--- src/rtl/rx_ctrl_pkg.sv ---
// Shared receive-control definitions: FSM state encoding and defaults reused by the receiver top level.
package rx_ctrl_pkg;

  typedef enum logic [2:0] {
    ST_IDLE    = 3'd0,
    ST_COLLECT = 3'd1,
    ST_RELEASE = 3'd2,
    ST_FLUSH   = 3'd3,
    ST_NAK     = 3'd4,
    ST_PASS    = 3'd5
  } rx_state_e;

  localparam int FLUSH_CYCLES_DEF = 40;
  localparam int MAX_RETRY_DEF    = 3;

endpackage

--- src/rtl/rx_rel_timer.sv ---
// Loadable down-counter with a done flag; used for the flush hold and the verdict timeout.
module rx_rel_timer #(
  parameter int W = 8
) (
  input  logic         clk,
  input  logic         rst_n,
  input  logic         load_i,
  input  logic [W-1:0] load_val_i,
  input  logic         en_i,
  output logic         done_o
);

  logic [W-1:0] cnt_q;

  // NOTE: sequential state uses non-blocking assignments so every register samples pre-edge values.
  always_ff @(posedge clk or negedge rst_n) begin
    if (!rst_n) begin
      cnt_q <= '0;
    end else if (load_i) begin
      cnt_q <= load_val_i;
    end else if (en_i && cnt_q != '0) begin
      cnt_q <= cnt_q - W'(1);
    end
  end

  assign done_o = (cnt_q == '0);

endmodule

--- src/rtl/rx_release_ctrl.sv ---
// Frame release scheduler: holds UART output until the CRC verdict, then releases (ACK) or
// flushes (NAK / drop). Defining RX_REL_STATS_EN adds saturating good/error/drop frame counters.
module rx_release_ctrl
  import rx_ctrl_pkg::*;
#(
  parameter int CNT_W          = 12,
  parameter int FLUSH_CYCLES   = FLUSH_CYCLES_DEF,
  parameter int TIMEOUT_CYCLES = 4096,
  parameter int MAX_RETRY      = MAX_RETRY_DEF
) (
  input  logic        i_clk,
  input  logic        i_rst_n,
  input  logic        i_pyld_valid,
  input  logic        i_pyld_ready,
  input  logic        i_tx_valid,
  input  logic        i_tx_ready,
  input  logic        i_crc_err,
  input  logic        i_crc_err_valid,
  input  logic        i_arq_en,
  input  logic        i_arq_en_valid,
  output logic        o_uart_tx_en,
  output logic        o_fifo_flush,
  output logic        o_ack,
  output logic        o_nak,
  output logic        o_drop,
  output logic [1:0]  o_retry_cnt,
  output logic [2:0]  o_state
`ifdef RX_REL_STATS_EN
  ,
  output logic [15:0] o_good_cnt,
  output logic [15:0] o_err_cnt,
  output logic [15:0] o_drop_cnt
`endif
);

  localparam int                TO_W      = $clog2(TIMEOUT_CYCLES + 1);
  localparam int                FL_W      = $clog2(FLUSH_CYCLES + 1);
  localparam logic [TO_W-1:0]   TO_LOAD   = TO_W'(TIMEOUT_CYCLES - 1);
  localparam logic [FL_W-1:0]   FL_LOAD   = FL_W'(FLUSH_CYCLES - 1);
  localparam logic [1:0]        RETRY_LIM = 2'(MAX_RETRY);
  localparam logic [CNT_W-1:0]  CNT_MAX   = '1;

  rx_state_e        state_q, state_d;
  logic [CNT_W-1:0] in_cnt_q, in_cnt_d, out_cnt_q, out_cnt_d;
  logic [1:0]       retry_q, retry_d;
  logic             arq_mode_q, arq_mode_d;
  logic             arq_pend_q, arq_pend_d, arq_pend_val_q, arq_pend_val_d;
  logic             flush_q;
  logic             in_acc, out_acc, to_done, fl_done, idle_entry, flush_entry;

  assign in_acc      = i_pyld_valid & i_pyld_ready;
  assign out_acc     = i_tx_valid & i_tx_ready;
  assign idle_entry  = (state_d == ST_IDLE) && (state_q != ST_IDLE);
  assign flush_entry = (state_d == ST_FLUSH) && (state_q != ST_FLUSH);

  // Every accepted byte reloads the timeout; it only runs while collecting.
  rx_rel_timer #(.W(TO_W)) u_timeout (
    .clk        (i_clk),
    .rst_n      (i_rst_n),
    .load_i     (in_acc),
    .load_val_i (TO_LOAD),
    .en_i       (state_q == ST_COLLECT),
    .done_o     (to_done)
  );

  rx_rel_timer #(.W(FL_W)) u_flush (
    .clk        (i_clk),
    .rst_n      (i_rst_n),
    .load_i     (flush_entry),
    .load_val_i (FL_LOAD),
    .en_i       (state_q == ST_FLUSH),
    .done_o     (fl_done)
  );

  // NOTE: every combinational output gets a default first so no path can infer a latch.
  always_comb begin
    in_cnt_d  = in_cnt_q;
    out_cnt_d = out_cnt_q;
    if (state_q != ST_FLUSH) begin
      if (in_acc && in_cnt_q != CNT_MAX)   in_cnt_d  = in_cnt_q + CNT_W'(1);
      if (out_acc && out_cnt_q != CNT_MAX) out_cnt_d = out_cnt_q + CNT_W'(1);
    end
  end

  always_comb begin
    state_d = state_q;
    retry_d = retry_q;
    o_ack   = 1'b0;
    o_nak   = 1'b0;
    o_drop  = 1'b0;
    case (state_q)
      ST_IDLE: begin
        if (!arq_mode_q)                       state_d = ST_PASS;
        else if (i_crc_err_valid && i_crc_err) state_d = ST_FLUSH;
        else if (in_acc)                       state_d = ST_COLLECT;
      end
      ST_COLLECT: begin
        if (i_crc_err_valid && !i_crc_err) begin
          state_d = ST_RELEASE;
          o_ack   = 1'b1;
        end else if (i_crc_err_valid || (to_done && !in_acc)) begin
          state_d = ST_FLUSH;
        end
      end
      ST_RELEASE: begin
        // Compare post-update counts so the final handshake cycle exits.
        if (out_cnt_d == in_cnt_d) begin
          state_d = ST_IDLE;
          retry_d = '0;
        end
      end
      ST_FLUSH: if (fl_done) state_d = ST_NAK;
      ST_NAK: begin
        state_d = ST_IDLE;
        if (retry_q < RETRY_LIM) begin
          o_nak   = 1'b1;
          retry_d = retry_q + 2'd1;
        end else begin
          o_drop  = 1'b1;
          retry_d = '0;
        end
      end
      ST_PASS: if (i_arq_en_valid && i_arq_en) state_d = ST_IDLE;
      default: state_d = ST_IDLE;
    endcase
  end

  // Mode changes mid-frame are parked and applied when the frame finishes.
  always_comb begin
    arq_mode_d     = arq_mode_q;
    arq_pend_d     = arq_pend_q;
    arq_pend_val_d = arq_pend_val_q;
    if (i_arq_en_valid) begin
      if (state_q == ST_IDLE || state_q == ST_PASS) begin
        arq_mode_d = i_arq_en;
      end else begin
        arq_pend_d     = 1'b1;
        arq_pend_val_d = i_arq_en;
      end
    end
    if (idle_entry && arq_pend_d) begin
      arq_mode_d = arq_pend_val_d;
      arq_pend_d = 1'b0;
    end
  end

  always_ff @(posedge i_clk or negedge i_rst_n) begin
    if (!i_rst_n) begin
      state_q        <= ST_IDLE;
      in_cnt_q       <= '0;
      out_cnt_q      <= '0;
      retry_q        <= '0;
      arq_mode_q     <= 1'b1;
      arq_pend_q     <= 1'b0;
      arq_pend_val_q <= 1'b0;
      flush_q        <= 1'b1;
    end else begin
      state_q        <= state_d;
      in_cnt_q       <= idle_entry ? '0 : in_cnt_d;
      out_cnt_q      <= idle_entry ? '0 : out_cnt_d;
      retry_q        <= retry_d;
      arq_mode_q     <= arq_mode_d;
      arq_pend_q     <= arq_pend_d;
      arq_pend_val_q <= arq_pend_val_d;
      flush_q        <= (state_d == ST_FLUSH);
    end
  end

  assign o_uart_tx_en = (state_q == ST_RELEASE) || (state_q == ST_PASS);
  assign o_fifo_flush = flush_q;
  assign o_retry_cnt  = retry_q;
  assign o_state      = state_q;

`ifdef RX_REL_STATS_EN
  logic [15:0] good_q, err_q, drop_q;

  always_ff @(posedge i_clk or negedge i_rst_n) begin
    if (!i_rst_n) begin
      good_q <= '0;
      err_q  <= '0;
      drop_q <= '0;
    end else begin
      if (o_ack && good_q != '1)       good_q <= good_q + 16'd1;
      if (flush_entry && err_q != '1)  err_q  <= err_q + 16'd1;
      if (o_drop && drop_q != '1)      drop_q <= drop_q + 16'd1;
    end
  end

  assign o_good_cnt = good_q;
  assign o_err_cnt  = err_q;
  assign o_drop_cnt = drop_q;
`endif

endmodule

--- config.mk ---
export PLATFORM = sky130hd
export DESIGN_NAME = rx_release_ctrl
export DESIGN_NICKNAME = d
export VERILOG_FILES = /design/src/rtl/rx_ctrl_pkg.sv /design/src/rtl/rx_rel_timer.sv /design/src/rtl/rx_release_ctrl.sv
export SDC_FILE = /design/constraint.sdc
export NUM_CORES = 1
export LEC_CHECK = 0
export CORE_ASPECT_RATIO = 2
export CORE_UTILIZATION = 40
export DETAILED_ROUTE_END_ITERATION = 8
export GPL_ROUTABILITY_DRIVEN = 0
export SLEW_MARGIN = 40
export SYNTH_ARGS = -nofsm -noshare
export SYNTH_HDL_FRONTEND = slang
export SYNTH_HIERARCHICAL = 1
export SYNTH_SLANG_ARGS = --single-unit
--- constraint.sdc ---
create_clock -name i_clk -period 8.59 [get_ports i_clk]
set_clock_uncertainty 0.1 [all_clocks]
set_input_delay 0.859 -clock i_clk [delete_from_list [all_inputs] [get_ports i_clk]]
set_output_delay 0.859 -clock i_clk [all_outputs]
set_load 0.005 [all_outputs]
==> impl_results.md, run 1 <==
- Ys async rst share: 1.00
- MaxCap Viol Count: 0
- Post-synthesis register bit count: 52
- Mapped Cells: 438
- Peak supply drop: 0.118 mV
- Die area: 9980 sq um
- Final Setup Violations: 0
- Largest net degree at the start of global routing: 53
- Wirelength per Cell: 18.1 um
- Starting Density: 0.410
- FF-to-FF End: u_flush/cnt_q[3]$_DFFE_PN0P_
- Die H: 140 um
- Largest family of logic cells by synthesized area: simple AND/OR/NAND/NOR gates
- Clk Latency, worst-skew pair: 0.30 ns
- Synth Area in Simple Gates: 0.287
- Dominant cell type by area after synthesis: dfrtp_1
- Slew @ Worst Pin: 0.709 ns
- Fin. max-slew vios: 0
- R2R Setup Slk: 4.34 ns
- Max Clk Rate: 0.209 GHz
- Starting DRC count in detailed routing: 196
- Final period util: 0.557
- Type of the worst setup path: in -> reg
- Crit path arrival time: 4.89 ns
- Crit. End Element: flop
- Top-area cell type share of the netlist area: 0.327
- GRT Total Usage: 0.216
- Xor and xnor area share after synthesis: 0.0641
- Dpl hpwl: 7760 um
- Area Growth Syn to Fin: 11.4%
- Cell area power density: 264 nW/um^2
- Synthesized area per cell: 8.73 sq um
- Post-CTS Repair Setup Buffers: 0
- Post-synth EDFFs: 0
- Design Power: 1120 uW
- Vias in the first global route: 3469
- Status: finished clean
- TritonCTS Buffers: 5
- Total Wirelength: 10300 um
- ANT cells: 0
- Max H-tree Level: 2
- Leak pwr: 0.00172 uW
- Global-route wire length before repair: 16700 um
- CP max stage delay: 0.53 ns
- Fin. Hold Viols: 0
- Crit. Startpoint: i_pyld_valid
- Worst-path clk slew: 0.07 ns
- Register area share after synthesis: 0.341
- Root buf cell: clkbuf_16
- Post-Route Setup TNS: 0 ns
- Distinct cells, synth: 75
- CTS sink count: 52
- Post-Syn Area: 3820 sq um
- Critical-path top delay cell: or4_1
- Main synth FF type: dfrtp_1
- Row count: 50
- Ranking of synthesized cells by area: dfrtp_1 (33%), xnor2_1 (4.4%), nor2_1 (4.3%)
- Crit path max fanout: 36
- DIE WIDTH: 71.1 um
- Number of port buffers: 19
- Post-cts hold buffer count: 0
- GRT overflow: 0
- Post-synthesis mux area share: 0.0330
- Place WS: 3.55 ns
- Hold WC Path Type: reg -> reg
- Initial antenna violation count: 0
- Required time of the worst setup path: 8.70 ns
- Vias per cell: 6.10
- Synth Warn #: 6
- Area of the core: 9320 sq um
- CP Launch Type: input port
- Multi-input gate area: 2400 sq um
- RSZ-0062 raised after global routing: false
- Register Area: 1300 sq um
- Relative slew slack: 0.526
- Nets: 479
- Routed Antenna Nets: 0
- CTS tree: yes
- Worst setup margin: 3.81 ns
- Setup crit end: u_flush/cnt_q[3]$_DFFE_PN0P_
- Clock tree buffer depth: 2
- Crit path cell chain: clkdlybuf4s50_1, nand2_1, inv_2, nand3_1, or4_1, o211ai_1, nand4b_1, a2111oi_4, o21ai_2, a21oi_1, nor4_1, buf_4, or4_1, o211ai_1
- Adder-Cell Fraction of Synth Area: 0.0229
- IO Count: 20
- DRC Markers: 0
- Fin crit period: 4.78 ns
- Compound-Gate Fraction of Synth Area: 0.201
- Layout cells sized above 1: 0.0799
- Reg2reg path depth: 14
- R2r startpoint: o_state[0]$_DFF_PN0_
- Via count: 3457
- Fill count: 918
- CTS resizes: 0
- Drt first pass iters: 7
## area by class of cell
type	count	share of cell area
flip-flops and latches	52	0.306
well taps	104	0.0306
clock buffers	8	0.0344
multi-input cells	361	0.563
inverters	20	0.0176
repair buffers	22	0.0488
## registers in the layout, summed over array words and instances, names as in the netlist, 2 cells and up
signal / flops
o_state: 3
in_cnt_q: 12
out_cnt_q: 12
o_retry_cnt: 2
u_timeout/cnt_q: 13
u_flush/cnt_q: 6
## synthesized netlist by cell type, drive strengths merged (4+ instances only)
master  instances
a31oi           7
mux2            5
o211ai          7
nand2b          5
a22oi           4
clkbuf          9
inv            20
nand4          16
or4             8
o31ai           7
and2            6
a211oi          7
xnor2          19
a21oi          20
nor3           11
o31a            5
nor4            9
mux2i           7
nand2          35
a211o           4
and3            7
o21ai          18
ha              7
buf            13
nor2b           7
dfrtp          50
nand3          18
xor2            9
and4            7
or3b            4
nor2           44
## report_power, final
part / leakage [uW] / switching [uW] / internal, uW / total [uW]
Sequential: 0.000650 / 81.3 / 313 / 395
Combinational: 0.000993 / 294 / 226 / 520
Clock: 0.0000712 / 93.5 / 117 / 210
Total: 0.00172 / 469 / 656 / 1120
## cells in the final DEF, fill, tap and decap left out, types with 6 or more instances in the layout
master | synthesis | final
o211ai_1 | 7 | 7
and3_1 | 6 | 6
conb_1 | 2 | 19
a211oi_1 | 7 | 7
o21ai_0 | 16 | 16
and4_1 | 7 | 7
o31ai_1 | 7 | 7
mux2i_1 | 7 | 7
clkdlybuf4s50_1 | 0 | 18
nor2b_1 | 7 | 7
nand4_1 | 15 | 15
a31oi_1 | 7 | 7
or4_1 | 6 | 6
nor3_1 | 11 | 11
ha_1 | 7 | 7
nand3_1 | 16 | 16
xnor2_1 | 19 | 19
inv_1 | 20 | 19
xor2_1 | 9 | 9
nor4_1 | 8 | 8
nand2_1 | 34 | 34
dfrtp_1 | 50 | 50
a21oi_1 | 19 | 19
nor2_1 | 44 | 44
and2_1 | 6 | 6
## worst max-delay path: cells and delay by family
family | cells | cell delay (ns)
and+or+nand+nor | 6 | 1.79
buffers and inverters | 3 | 1.12
AOI/OAI and AO/OA | 5 | 1.12
## metrics by stage
step / hold slack (ns) / util / std cells / cell area, sq um
floorplan: 0.351 / - / 455 / 3890
global placement: 0.374 / 0.441 / 559 / 4110
detailed placement: 0.399 / 0.441 / 559 / 4110
CTS: 0.413 / 0.457 / 567 / 4260
global route: 0.441 / 0.457 / 567 / 4260
finish: 0.414 / 0.457 / 567 / 4260
## layer usage
layer  vias to the layer above  track usage  routed length [um]
li1                       1657            -                   -
met1                      1706        0.205                3640
met2                        72        0.433                6020
met3                        22       0.0201                 181
met4                         0        0.120                 402
met5                         -            0                   0
## worst min path at each step
stage / from / endpoint / slack [ns] / cells past startpoint
finish: arq_pend_q$_DFF_PN0_ / arq_pend_q$_DFF_PN0_ / 0.41 / 2
global route: arq_pend_q$_DFF_PN0_ / arq_pend_q$_DFF_PN0_ / 0.44 / 2
CTS: arq_pend_q$_DFF_PN0_ / arq_pend_q$_DFF_PN0_ / 0.41 / 2
detailed placement: arq_pend_q$_DFF_PN0_ / arq_pend_q$_DFF_PN0_ / 0.40 / 2
global placement: arq_pend_val_q$_DFF_PN0_ / arq_pend_val_q$_DFF_PN0_ / 0.37 / 1
floorplan: arq_pend_q$_DFF_PN0_ / arq_pend_q$_DFF_PN0_ / 0.35 / 2
## cell families after synthesis
| family | after synthesis |
|---|---|
| other cells | 2 |
| fa+ha+maj | 7 |
| buf+inv | 42 |
| simple gates | 191 |
| compound gates | 104 |
| xor+xnor | 28 |
| mux | 12 |
| flops | 52 |
Power figures use the tool's default switching activity.
==> run 2, diff against run 1 <==
==> constraint.sdc (replaced) <==
create_clock -name i_clk -period 4.2 [get_ports i_clk]
set_clock_uncertainty 0.1 [all_clocks]
set_input_delay 0.42 -clock i_clk [delete_from_list [all_inputs] [get_ports i_clk]]
set_output_delay 0.42 -clock i_clk [all_outputs]
set_load 0.005 [all_outputs]
==> impl_results.md, run 2 (synthesis gave the netlist of run 1 again) <==
- Crit path arrival time: 4.08 ns (-0.81 ns)
- Leak pwr: 0.00184 uW (+7.0%)
- Max reg flops: 13 (unchanged)
- Fin. max-slew vios: 0 (unchanged)
- Worst-path clk slew: 0.07 ns (about the same)
- Final Setup Violations: 0 (unchanged)
- GRT overflow: 0 (unchanged)
- Clock tree buffer depth: 2 (unchanged)
- CP Launch Type: flop
- Crit path max fanout: 6 (-83%)
- Worst setup margin: 0.256 ns (-3.55 ns)
- Layout cells sized above 1: 0.120 (+0.0397)
- Place WS: 0.132 ns (-3.42 ns)
- Die area: 9980 sq um (unchanged)
- Biggest registers after layout: u_timeout/cnt_q: 13 flops, in_cnt_q: 12 flops, out_cnt_q: 12 flops
- Initial antenna violation count: 0 (unchanged)
- Starting DRC count in detailed routing: 133 (-32%)
- Row count: 50 (unchanged)
- Design internal power: 1450 uW (+120%)
- GRT Total Usage: 0.216 (+0.000533)
- Clk Latency, worst-skew pair: 0.30 ns (about the same)
- Vias per cell: 5.90 (-3.2%)
- Max Clk Rate: 0.254 GHz
- Required time of the worst setup path: 4.33 ns (-4.37 ns)
- Drt first pass iters: 4 (-3)
- Sw power: 980 uW (+110%)
- Reg power frac: 0.321 (-0.030)
- Largest net degree at the start of global routing: 37 (-30%)
- Final period util: 0.939
- Relative slew slack: 0.487 (-0.0387)
- Via count: 3478 (+0.61%)
- Nets: 501 (+4.6%)
- Most frequent cells in the layout: dfrtp_1 (50), nor2_1 (44), nand2_1 (34)
- Global-route wire length before repair: 16700 um (-0.21%)
- Clock share of power: 0.194 (+0.007)
- Post-Route Setup TNS: 0 ns (unchanged)
- Hold WC Path Type: reg -> reg
- Cell area power density: 546 nW/um^2 (+110%)
- ANT cells: 0 (unchanged)
- Die H: 140 um (unchanged)
- Crit. End Element: flop
- Slew @ Worst Pin: 0.762 ns (+0.0526 ns)
- DIE WIDTH: 71.1 um (unchanged)
- Routed Antenna Nets: 0 (unchanged)
- CTS tree: yes
- Wirelength per Cell: 17.6 um (-2.5%)
- TritonCTS Buffers: 5 (unchanged)
- Max H-tree Level: 2 (unchanged)
- Status: finished clean
- IO Count: 20 (unchanged)
- Root buf cell: clkbuf_16
- Number of port buffers: 19 (unchanged)
- Commonest non-fill, non-tap cell in the layout: dfrtp_1
- Fin crit period: 3.94 ns
- Switch share: 0.404 (-0.0126)
- Area of the core: 9320 sq um (unchanged)
- Largest Register: u_timeout/cnt_q
- CTS sink count: 52 (unchanged)
- Vias in the first global route: 3511 (+1.2%)
- Logic gate share of total power: 0.485 (+0.023)
- Total Wirelength: 10400 um (+1.2%)
- Peak supply drop: 0.259 mV (+120%)
- MaxCap Viol Count: 0 (unchanged)
- Starting Density: 0.410 (unchanged)
- Fin. Hold Viols: 0 (unchanged)
- RSZ-0062 raised after global routing: false
- Type of the worst setup path: reg -> reg
- DRC Markers: 0 (unchanged)
- Dpl hpwl: 8030 um (+3.4%)
- Area Growth Syn to Fin: 16.2%
## run 2: power groups by stage
stage | Combinational [uW] | Clock [uW] | Sequential [uW]
final | 1180 | 470 | 778
after global routing | 1300 | 500 | 799
after CTS | 1190 | 480 | 777
after detailed placement | 1180 | 0 | 786
after global placement | 1160 | 0 | 783
after floorplan | 841 | 0 | 751
## run 2: area by class of cell
type                       count  area [sq um]
clock buffer                   6           129
clock inverter                 2          35.0
fill                         917          4880
inverter                      20          75.1
multi-input combinational    361          2400
sequential                    52          1300
tap                          104           130
timing repair buffer          44           375
## run 2: through the flow
| step | power, uW | hold WS [ns] | cells | utilization | instance area (sq um) |
|---|---|---|---|---|---|
| 2_1_floorplan | 1590 | 0.0244 | 455 | - | 3890 |
| 3_3_place_gp | 1940 | 0.282 | 580 | 0.458 | 4270 |
| 3_5_place_dp | 1970 | 0.280 | 580 | 0.458 | 4270 |
| 4_1_cts | 2440 | 0.401 | 589 | 0.477 | 4440 |
| 5_1_grt | 2600 | 0.419 | 589 | 0.477 | 4440 |
| 6_report | 2430 | 0.397 | 589 | 0.477 | 4440 |
## run 2: final timing paths
kind / end / depth (start not counted) / startpoint / slack, ns
setup reg to reg: u_flush/cnt_q[0]$_DFFE_PN0P_ / 15 / in_cnt_q[1]$_DFF_PN0_ / 0.26
hold / removal: arq_pend_val_q$_DFF_PN0_ / 1 / arq_pend_val_q$_DFF_PN0_ / 0.40
max in group asynchronous: arq_mode_q$_DFFE_PN1P_ / 3 / i_rst_n / 2.65
setup / recovery: u_flush/cnt_q[0]$_DFFE_PN0P_ / 15 / in_cnt_q[1]$_DFF_PN0_ / 0.26
hold reg to reg: arq_pend_val_q$_DFF_PN0_ / 1 / arq_pend_val_q$_DFF_PN0_ / 0.40
min in group asynchronous: out_cnt_q[10]$_DFF_PN0_ / 2 / i_rst_n / 0.48
## run 2: layer usage
layer  global-route usage  vias to the layer above  part of all wire
li1                     -                     1697                 -
met1                0.197                     1693              0.36
met2                0.439                       60              0.58
met3               0.0252                       28             0.020
met4                0.121                        0             0.040
met5                    0                        -                 0
## run 2: repair_timing
| action | CTS | global route |
|---|---|---|
| endpoints found under the hold margin | 16 | 0 |
| resized for setup | 0 | 0 |
| buffers inserted | 0 | 0 |
| hold buffers | 1 | 0 |
## run 2: critical path, cell delays in order (launching register included)
cell and delay [ns]:
dfrtp_1 0.43, ha_1 0.26, nand2_1 0.12, nor4_1 0.51, buf_4 0.22, o31ai_1 0.09, buf_4 0.15, o211ai_1 0.09
nand4b_1 0.22, a2111oi_4 0.43, o21ai_2 0.11, a21oi_1 0.22, nor4_1 0.15, buf_4 0.18, or4_1 0.51, nand3_1 0.09
==> run 3, diff against run 2 <==
--- a/config.mk
+++ b/config.mk
@@ -9,6 +9,7 @@
 export CORE_UTILIZATION = 40
 export DETAILED_ROUTE_END_ITERATION = 8
 export GPL_ROUTABILITY_DRIVEN = 0
+export PLACE_DENSITY = 0.62
 export SLEW_MARGIN = 40
 export SYNTH_ARGS = -nofsm -noshare
 export SYNTH_HDL_FRONTEND = slang
==> impl_results.md, run 3 (synthesis gave the netlist of run 1 again) <==
- Via count: 3524 (+1.3%)
- Cell area power density: 542 nW/um^2 (-0.61%)
- Vias per cell: 5.98 (+1.3%)
- Routed Antenna Nets: 0 (unchanged)
- Number of port buffers: 19 (unchanged)
- Biggest registers after layout: u_timeout/cnt_q: 13 flops, in_cnt_q: 12 flops, out_cnt_q: 12 flops
- Status: finished, violations left
- Fill count: 904 (-1.4%)
- GRT Total Usage: 0.222 (+0.00578)
- Hold_sp: arq_pend_val_q$_DFF_PN0_
- Crit path arrival time: 4.00 ns (-0.08 ns)
- Die H: 140 um (unchanged)
- R2r startpoint: in_cnt_q[1]$_DFF_PN0_
- WP buf/inv: 3 (unchanged)
- CP Launch Type: flop
- Largest Register: u_timeout/cnt_q
- Clk Latency, worst-skew pair: 0.30 ns (about the same)
- Most used cell, CP: buf_4
- IO Count: 20 (unchanged)
- Wirelength per Cell: 18.0 um (+2.3%)
- Drt first pass iters: 6 (+2)
- Root buf cell: clkbuf_16
- Hold WC Path Type: reg -> reg
- CP max stage delay: 0.51 ns (about the same)
- Crit path cell chain: ha_1, nand2_1, nor4_1, buf_4, o31ai_1, buf_4, o211ai_1, nand4b_1, a2111oi_4, o21ai_2, a21oi_1, nor4_2, buf_4, or4_1, nand3_1
- Placed inst area: 4270 sq um (unchanged)
- Starting DRC count in detailed routing: 230 (+73%)
- Commonest non-fill, non-tap cell in the layout: dfrtp_1
- Design Power: 2410 uW (-0.77%)
- Final Setup Violations: 0 (unchanged)
- Area Growth Syn to Fin: 16.0%
- Hold WS: 0.401 ns (+0.00453 ns)
- Max reg flops: 13 (unchanged)
- Relative slew slack: 0.616 (+0.129)
- Most frequent cells in the layout: dfrtp_1 (50), nor2_1 (44), nand2_1 (34)
- Clock tree buffer depth: 2 (unchanged)
- Register Area: 1300 sq um (unchanged)
- Nets: 501 (unchanged)
- Area of the core: 9320 sq um (unchanged)
- MaxCap Viol Count: 0 (unchanged)
- Fin crit period: 3.87 ns (-0.0760 ns)
- Leak pwr: 0.00183 uW (-0.47%)
- Fin. Hold Viols: 0 (unchanged)
- Largest net degree at the start of global routing: 38 (+2.7%)
- Critical-path top delay cell: or4_1
- ANT cells: 0 (unchanged)
- RSZ-0062 raised after global routing: false
- Starting Density: 0.410 (unchanged)
- Dpl hpwl: 8150 um (+1.5%)
- CTS sink count: 52 (unchanged)
- Crit path max fanout: 5 (-1)
- Type of the worst setup path: reg -> reg
- Fin. max-slew vios: 0 (unchanged)
- DIE WIDTH: 71.1 um (unchanged)
- Crit. End Element: flop
- Slew @ Worst Pin: 0.571 ns (-0.191 ns)
- Peak supply drop: 0.243 mV (-6.5%)
- Layout cells sized above 1: 0.122 (+0.00206)
- Global-route wire length before repair: 17200 um (+3.1%)
- Crit. Startpoint: in_cnt_q[1]$_DFF_PN0_
- Vias in the first global route: 3560 (+1.4%)
- Initial antenna violation count: 0 (unchanged)
- Failing checks: DRC
- Total Wirelength: 10600 um (+2.3%)
- Post-Route Setup TNS: 0 ns (unchanged)
- Max Clk Rate: 0.259 GHz (+2.0%)
- Die area: 9980 sq um (unchanged)
- Multi-input gate area: 2400 sq um (+0.26%)
- Delay-heaviest family, CP: simple AND/OR/NAND/NOR gates
- Row count: 50 (unchanged)
- Worst-path clk slew: 0.07 ns (about the same)
- Final period util: 0.921 (-0.0181)
- DRC Markers: 2 (+2)
- Max H-tree Level: 2 (unchanged)
- Required time of the worst setup path: 4.33 ns (about the same)
- TritonCTS Buffers: 5 (unchanged)
- Final instance area: 4440 sq um (-0.17%)
- GRT overflow: 0 (unchanged)
- CTS tree: yes
[run 3: layout make-up]
class	instances	area share
clock buffers	7	0.0321
clock inverters	1	0.00169
inverters	20	0.0169
multi-input cells	361	0.541
flip-flops and latches	52	0.294
well taps	104	0.0293
repair buffers	44	0.0846
[run 3: what timing repair did]
| item | 4_1_cts | 5_1_grt |
|---|---|---|
| hold buffers | 1 | 0 |
| gates resized for setup | 0 | 0 |
| setup buffers | 0 | 0 |
| endpoints found under the hold margin | 15 | 0 |
[run 3: stage by stage]
| stage | utilization | cells | setup slack [ns] |
|---|---|---|---|
| after floorplan | - | 455 | 0.652 |
| after global placement | 0.458 | 580 | 0.153 |
| after detailed placement | 0.458 | 580 | 0.0116 |
| after CTS | 0.475 | 589 | 0.245 |
| after global routing | 0.476 | 589 | 0.0437 |
| final | 0.476 | 589 | 0.332 |
[run 3: routing by layer]
metal | up-vias | GRT usage | part of all wire | wire length (um)
met1 | 1736 | 0.213 | 0.35 | 3710
met5 | - | 0 | 0 | 0
met2 | 67 | 0.440 | 0.59 | 6270
met3 | 27 | 0.0237 | 0.021 | 226
li1 | 1694 | - | - | -
met4 | 0 | 0.125 | 0.039 | 418
[run 3: final timing paths]
kind | end | slack (ns) | depth (start not counted)
worst max-delay path | u_flush/cnt_q[0]$_DFFE_PN0P_ | 0.33 | 15
worst min-delay path | arq_pend_val_q$_DFF_PN0_ | 0.40 | 1
worst max register to register | u_flush/cnt_q[0]$_DFFE_PN0P_ | 0.33 | 15
worst min register to register | arq_pend_val_q$_DFF_PN0_ | 0.40 | 1
max in group asynchronous | arq_mode_q$_DFFE_PN1P_ | 2.67 | 3
min in group asynchronous | out_cnt_q[10]$_DFF_PN0_ | 0.47 | 2
[run 3: report_power, final]
part           internal, uW  total (uW)  switching, uW
clock network           238         429            191
registers               641         778            137
logic                   525        1200            675
total                  1400        2410           1000
[run 3: worst reg2reg max path, stage by stage (launching register included)]
cell       delay [ns]
dfrtp_1          0.43
ha_1             0.25
nand2_1          0.12
nor4_1           0.39
buf_4            0.20
o31ai_1          0.09
buf_4            0.16
o211ai_1         0.10
nand4b_1         0.28
a2111oi_4        0.42
o21ai_2          0.11
a21oi_1          0.26
nor4_2           0.14
buf_4            0.17
or4_1            0.51
nand3_1          0.09
